<file path="src/rtl/paint_write_scheduler.sv">
// Pixel-write scheduler for a VGA framebuffer: arbitrates full-canvas clears and
// square brush stamps, emitting at most one registered pixel write per cycle.
module paint_write_scheduler #(
  parameter int unsigned SCREEN_WIDTH  = 320,
  parameter int unsigned SCREEN_HEIGHT = 240
) (
  input  logic       CLOCK_50,
  input  logic       resetn,
  input  logic       clear_req,
  input  logic [8:0] clear_color,
  input  logic       stamp_req,
  input  logic [8:0] stamp_x,
  input  logic [7:0] stamp_y,
  input  logic [8:0] stamp_color,
  input  logic [1:0] stamp_size,
  output logic       stamp_ack,
  output logic       clear_done,
  output logic       busy,
  output logic [8:0] vga_x,
  output logic [7:0] vga_y,
  output logic [8:0] vga_color,
  output logic       vga_write
);

  localparam logic [8:0]         XLast   = 9'(SCREEN_WIDTH - 1);
  localparam logic [7:0]         YLast   = 8'(SCREEN_HEIGHT - 1);
  localparam logic signed [11:0] WidthS  = 12'(SCREEN_WIDTH);
  localparam logic signed [11:0] HeightS = 12'(SCREEN_HEIGHT);

  typedef enum logic [1:0] {StIdle, StClear, StStamp} state_e;

  state_e     state_q;
  logic       clear_pending_q;
  logic [8:0] cx_q;
  logic [7:0] cy_q;
  logic [8:0] sx_q;
  logic [7:0] sy_q;
  logic [8:0] scolor_q;
  logic [1:0] sr_q;
  logic [2:0] dx_q, dy_q, dx_d, dy_d;

  logic              grant_clear, grant_stamp;
  logic [8:0]        base_x;
  logic [7:0]        base_y;
  logic [1:0]        base_r;
  logic [2:0]        span;
  logic              stamp_last, clear_last;
  logic signed [11:0] px, py;
  logic              on_canvas;

  always_comb begin
    grant_clear = (state_q == StIdle) && (clear_req || clear_pending_q);
    grant_stamp = (state_q == StIdle) && !grant_clear && stamp_req;
    // At the grant edge the sampled registers are not loaded yet, so use the inputs.
    base_x = grant_stamp ? stamp_x : sx_q;
    base_y = grant_stamp ? stamp_y : sy_q;
    base_r = grant_stamp ? stamp_size : sr_q;
    span   = {base_r, 1'b0};
    stamp_last = (dx_q == span) && (dy_q == span);
    clear_last = (cx_q == XLast) && (cy_q == YLast);

    dx_d = 3'd0;
    dy_d = 3'd0;
    if (!grant_stamp) begin
      if (dx_q == span) begin
        dy_d = dy_q + 3'd1;
      end else begin
        dx_d = dx_q + 3'd1;
        dy_d = dy_q;
      end
    end

    px = $signed({3'b0, base_x}) - $signed({10'b0, base_r}) + $signed({9'b0, dx_d});
    py = $signed({4'b0, base_y}) - $signed({10'b0, base_r}) + $signed({9'b0, dy_d});
    on_canvas = (px >= 12'sd0) && (px < WidthS) && (py >= 12'sd0) && (py < HeightS);
  end

  always_ff @(posedge CLOCK_50) begin
    if (!resetn) begin
      state_q         <= StIdle;
      clear_pending_q <= 1'b0;
      cx_q            <= '0;
      cy_q            <= '0;
      dx_q            <= '0;
      dy_q            <= '0;
      sx_q            <= '0;
      sy_q            <= '0;
      scolor_q        <= '0;
      sr_q            <= '0;
      stamp_ack       <= 1'b0;
      clear_done      <= 1'b0;
      busy            <= 1'b0;
      vga_x           <= '0;
      vga_y           <= '0;
      vga_color       <= '0;
      vga_write       <= 1'b0;
    end else begin
      stamp_ack  <= 1'b0;
      clear_done <= 1'b0;
      unique case (state_q)
        StIdle: begin
          vga_write <= 1'b0;
          busy      <= 1'b0;
          if (grant_clear) begin
            state_q         <= StClear;
            clear_pending_q <= 1'b0;
            cx_q            <= '0;
            cy_q            <= '0;
            vga_x           <= '0;
            vga_y           <= '0;
            vga_color       <= clear_color;
            vga_write       <= 1'b1;
            busy            <= 1'b1;
          end else if (grant_stamp) begin
            state_q   <= StStamp;
            sx_q      <= stamp_x;
            sy_q      <= stamp_y;
            scolor_q  <= stamp_color;
            sr_q      <= stamp_size;
            dx_q      <= dx_d;
            dy_q      <= dy_d;
            stamp_ack <= 1'b1;
            busy      <= 1'b1;
            vga_write <= on_canvas;
            if (on_canvas) begin
              vga_x     <= px[8:0];
              vga_y     <= py[7:0];
              vga_color <= stamp_color;
            end
          end
        end
        StClear: begin
          if (clear_last) begin
            state_q    <= StIdle;
            vga_write  <= 1'b0;
            busy       <= 1'b0;
            clear_done <= 1'b1;
          end else if (cx_q == XLast) begin
            cx_q  <= '0;
            cy_q  <= cy_q + 8'd1;
            vga_x <= '0;
            vga_y <= cy_q + 8'd1;
          end else begin
            cx_q  <= cx_q + 9'd1;
            vga_x <= cx_q + 9'd1;
          end
        end
        StStamp: begin
          if (clear_req) clear_pending_q <= 1'b1;
          if (stamp_last) begin
            state_q   <= StIdle;
            vga_write <= 1'b0;
            busy      <= 1'b0;
          end else begin
            dx_q      <= dx_d;
            dy_q      <= dy_d;
            vga_write <= on_canvas;
            if (on_canvas) begin
              vga_x     <= px[8:0];
              vga_y     <= py[7:0];
              vga_color <= scolor_q;
            end
          end
        end
        default: state_q <= StIdle;
      endcase
    end
  end

endmodule

</file>
<file path="config.mk">
export PLATFORM = sky130hd
export DESIGN_NAME = paint_write_scheduler
export DESIGN_NICKNAME = d
export VERILOG_FILES = /design/src/rtl/paint_write_scheduler.sv
export SDC_FILE = /design/constraint.sdc
export NUM_CORES = 1
export LEC_CHECK = 0
export CORE_ASPECT_RATIO = 0.75
export CORE_MARGIN = 2
export CORE_UTILIZATION = 35
export DETAILED_ROUTE_END_ITERATION = 7
export DONT_BUFFER_PORTS = 1
export GPL_ROUTABILITY_DRIVEN = 0
export HOLD_SLACK_MARGIN = 0.02
export RECOVER_POWER = 100
export SETUP_SLACK_MARGIN = 0.3
export SLEW_MARGIN = 10
export SYNTH_ARGS = -nofsm -noshare
export SYNTH_HDL_FRONTEND = slang
export SYNTH_SLANG_ARGS = --single-unit
export TNS_END_PERCENT = 1
</file>
<file path="constraint.sdc">
create_clock -name CLOCK_50 -period 7.1 [get_ports CLOCK_50]
set_clock_uncertainty 0.1 [all_clocks]
set_input_delay 1.065 -clock CLOCK_50 [delete_from_list [all_inputs] [get_ports CLOCK_50]]
set_output_delay 1.065 -clock CLOCK_50 [all_outputs]
set_load 0.05 [all_outputs]
</file>
==> results of run 1 <==
-- worst reg2reg max path: stages, from the launching register on --
cell       delay [ps]
dfxtp_1           330
inv_1             100
ha_1              340
and4bb_1          570
mux2i_1           450
xnor2_1           130
nor3_2            480
nor3_1            140
ha_1              250
fa_1              400
a21oi_1           340
a2111oi_4          90
or3_1             400
a21oi_1           140
o31a_1            470
and2_0            800
a31oi_1           170
o32ai_1           240
-- power groups by stage --
stage	Clock (mW)	Sequential, mW	Combinational, mW
after floorplan	0	0.835	0.717
after global placement	0	0.878	0.874
after detailed placement	0	0.876	0.875
after CTS	0.527	0.867	0.878
after global routing	0.546	0.881	0.985
final	0.516	0.865	0.876
-- Yosys cell counts (all sizes together), types with 3 or more instances --
| master | n | share of area [%] |
|---|---|---|
| fa | 4 | 1.4 |
| nand3b | 4 | 0.53 |
| o31ai | 18 | 2.4 |
| dfxtp | 84 | 30 |
| or4 | 5 | 0.73 |
| nor4 | 8 | 0.89 |
| nor3 | 24 | 2.2 |
| o21ai | 32 | 2.8 |
| nor2 | 74 | 4.9 |
| a21boi | 6 | 0.80 |
| a211o | 4 | 0.62 |
| o221ai | 3 | 0.47 |
| o31a | 4 | 0.62 |
| nand2b | 8 | 0.89 |
| inv | 24 | 1.6 |
| a31oi | 8 | 1.2 |
| mux2i | 37 | 6.6 |
| nand3 | 37 | 3.4 |
| xnor2 | 24 | 3.7 |
| nand4 | 7 | 0.78 |
| and2 | 5 | 0.56 |
| nand2 | 78 | 5.2 |
| xor2 | 18 | 2.8 |
| nand4b | 3 | 0.47 |
| o21a | 6 | 0.80 |
| nor3b | 3 | 0.40 |
| or3b | 3 | 0.47 |
| or3 | 10 | 1.1 |
| nor2b | 8 | 0.89 |
| buf | 13 | 1.6 |
| or2 | 3 | 0.33 |
| clkbuf | 33 | 2.2 |
| o22ai | 3 | 0.33 |
| and3 | 7 | 0.78 |
| a21oi | 70 | 6.2 |
| o211ai | 5 | 0.67 |
| ha | 18 | 4.0 |
-- worst max path at each step --
stage	from	to	slack, ps	depth (start not counted)
2_1_floorplan	clear_req	vga_y[1]	1080	19
3_3_place_gp	clear_req	vga_x[8]	1240	15
3_5_place_dp	clear_req	vga_x[8]	1090	15
4_1_cts	state_q[0]	vga_x[8]	1370	17
5_1_grt	state_q[1]	vga_x[8]	460	19
6_report	state_q[0]	vga_x[8]	1060	17
-- cells in the final DEF (no fill, tap or decap), types with 10 or more instances in the layout --
master / Yosys / layout
nand2_1: 78 / 78
a21oi_1: 70 / 70
nor3_1: 23 / 23
dfxtp_1: 84 / 84
nand3_1: 36 / 36
xor2_1: 18 / 18
ha_1: 18 / 18
or3_1: 10 / 10
o21ai_0: 25 / 31
o31ai_1: 18 / 18
mux2i_1: 37 / 37
xnor2_1: 24 / 24
inv_1: 24 / 25
nor2_1: 74 / 74
-- cells by family (layout without fill, tap and decap cells) --
logic type	count (synthesis)	in the layout	synth area share (%)
simple gates	291	291	25.3
compound gates	178	178	20.4
flops	84	84	29.9
buf+inv	71	45	5.43
xor+xnor	42	42	6.54
mux	39	39	6.99
fa+ha+maj	22	22	5.43
-- cell type report --
type / count / area, sq um / share of cell area (%)
multi-input cells: 572 / 3630 / 60.3
flip-flops and latches: 84 / 1680 / 27.9
well taps: 210 / 263 / 4.37
clock buffers: 11 / 243 / 4.03
inverters: 25 / 93.8 / 1.56
clock inverters: 4 / 73.8 / 1.23
repair buffers: 5 / 33.8 / 0.561
-- sequential cells by signal, indices dropped and copies added, names as in the netlist, 2 cells and up --
signal     count
cx_q           9
scolor_q       9
sx_q           9
vga_color      9
vga_x          9
cy_q           8
sy_q           8
vga_y          8
dx_q           3
dy_q           3
sr_q           2
state_q        2
-- metrics by stage --
step | power (mW) | cell area (sq um) | utilization, % | std cells
5_1_grt | 2.41 | 6020 | 37.9 | 911
3_3_place_gp | 1.75 | 5710 | 36.0 | 896
3_5_place_dp | 1.75 | 5710 | 36.0 | 896
4_1_cts | 2.27 | 6030 | 38.0 | 911
6_report | 2.26 | 6020 | 37.9 | 911
2_1_floorplan | 1.55 | 5620 | - | 727
-- routing by layer --
layer / track usage (%) / vias up / share of wire, %
li1: - / 2532 / -
met4: 4.53 / 0 / 1.3
met5: 0 / - / 0
met3: 6.08 / 20 / 8.5
met1: 28.2 / 2354 / 51
met2: 24.8 / 148 / 39
==> run summary, run 1 <==
RSZ-0062 raised after global routing = no
CP Max Fanout = 16
Worst R2R Path Depth = 17
Total Routed Length = 15.5 mm
CORE AREA = 15,900 sq um
Leak Pwr = 2.27 nW
Vias per cell = 5.55
Hold buffer count at CTS = 0
I/O pin total = 71
Grt total ovfl = 0
Switching power = 1.06 mW
Synth Area per Inst = 7.73 sq um
Post-CTS Setup Repair Bufs = 0
Vias in the first global route = 4,597
CTS tree = done
Std cell rows = 40
Antenna cell count = 0
Largest net degree at the start of global routing = 61
Worst-Margin Slew = 2020 ps
Register area share after synthesis = 29.9%
CP Class = reg2reg
Final setup vio count = 0
Clock share of power = 22.9%
Buffers & Inverters on Critical Path = 1
Clock latency on the worst-skew pair = 350 ps
Peak VDD IR = 0.000169 V
PostCTS Resize Cnt = 0
Routed vias = 5,054
Drt wl/cell = 17.0 microns
Setup crit end kind = flip-flop
F_max = 166 MHz
Die W = 150 microns
Hpwl dp = 11.3 mm
Total GRT Usage = 18.6%
Arr. time, crit path = 6180 ps
Number of flops mapped to enable cells by yosys = 0
Hold_sp = scolor_q[3]
Max stage delay on crit path = 800 ps
DIE AREA = 17,100 sq um
Max Root-Sink Buffers = 2
Number of synthesized register bits = 84
Drt initial violations = 285
Sinks on Clock Net = 84
Part of the power in registers = 38.3%
CTS root buf = clkbuf_16
Hold depth = 2
Worst Hold End = scolor_q[3]
Worst Path Required = 7240 ps
Failing checks = max-capacitance violations, max-slew violations
Comb pwr share = 38.8%
Initial antenna violation count = 0
DRT Pass-1 Iters = 5
DRC Markers = 0
Worst-path clk slew = 60 ps
Setup ws final = 1060 ps
Reg2reg start = state_q[0]
Die height = 114 microns
Flop-to-flop setup slack = 1060 ps
Critical Path, Cell by Cell = inv_1 > ha_1 > and4bb_1 > mux2i_1 > xnor2_1 > nor3_2 > nor3_1 > ha_1 > fa_1 > a21oi_1 > a2111oi_4 > or3_1 > a21oi_1 > o31a_1 > and2_0 > a31oi_1 > o32ai_1
Minimum clock period = 6040 ps
Post-route setup TNS = 0 ps
Layout cell share with drive strength beyond 1 = 4.28%
Cells after Synth = 727
Fin Hold WS = 355 ps
PortBufs = 0
Status = complete, but fails checks
FF-to-FF End = vga_x[8]
Synthesized cell area = 5620 sq um
Post-Place Worst Slack = 1090 ps
Fin. max-slew vios = 61
Startpoint Class = flip-flop
Worst path top cell family by delay = simple AND/OR/NAND/NOR gates
Slowest stage cell, crit path = and2_0
Max-cap violation count = 1
Pwr per Cell Area = 375 nW/um^2
Final ANT Viol Nets = 0
Ys flop type = dfxtp_1
Starting Density = 35.4%
Synth async-reset ratio = 0%
First-pass GRT wire length = 25.1 mm
TritonCTS Buffers = 9
Final net count = 760
Normalized max-slew margin = -34.8%
Synth-to-layout area growth = 7.03%
Final-report hold violation count = 0
Syn Nets = 790
Fin crit share = 85.0%
Worst Hold Class = reg2reg
Syn. warnings = 0
Htree depth = 3
Internal Power = 1.19 mW
Sw Share = 47.1%
Fillers = 1,646
Distinct cells, synth = 69
(Power assumes the default switching activity.)
==> run 2: changes to the inputs <==
Settings changed: SKIP_LAST_GASP from default to 1.
==> results of run 2 <==
Same layout as run 1: the final DEF is identical, and so are final timing and power.
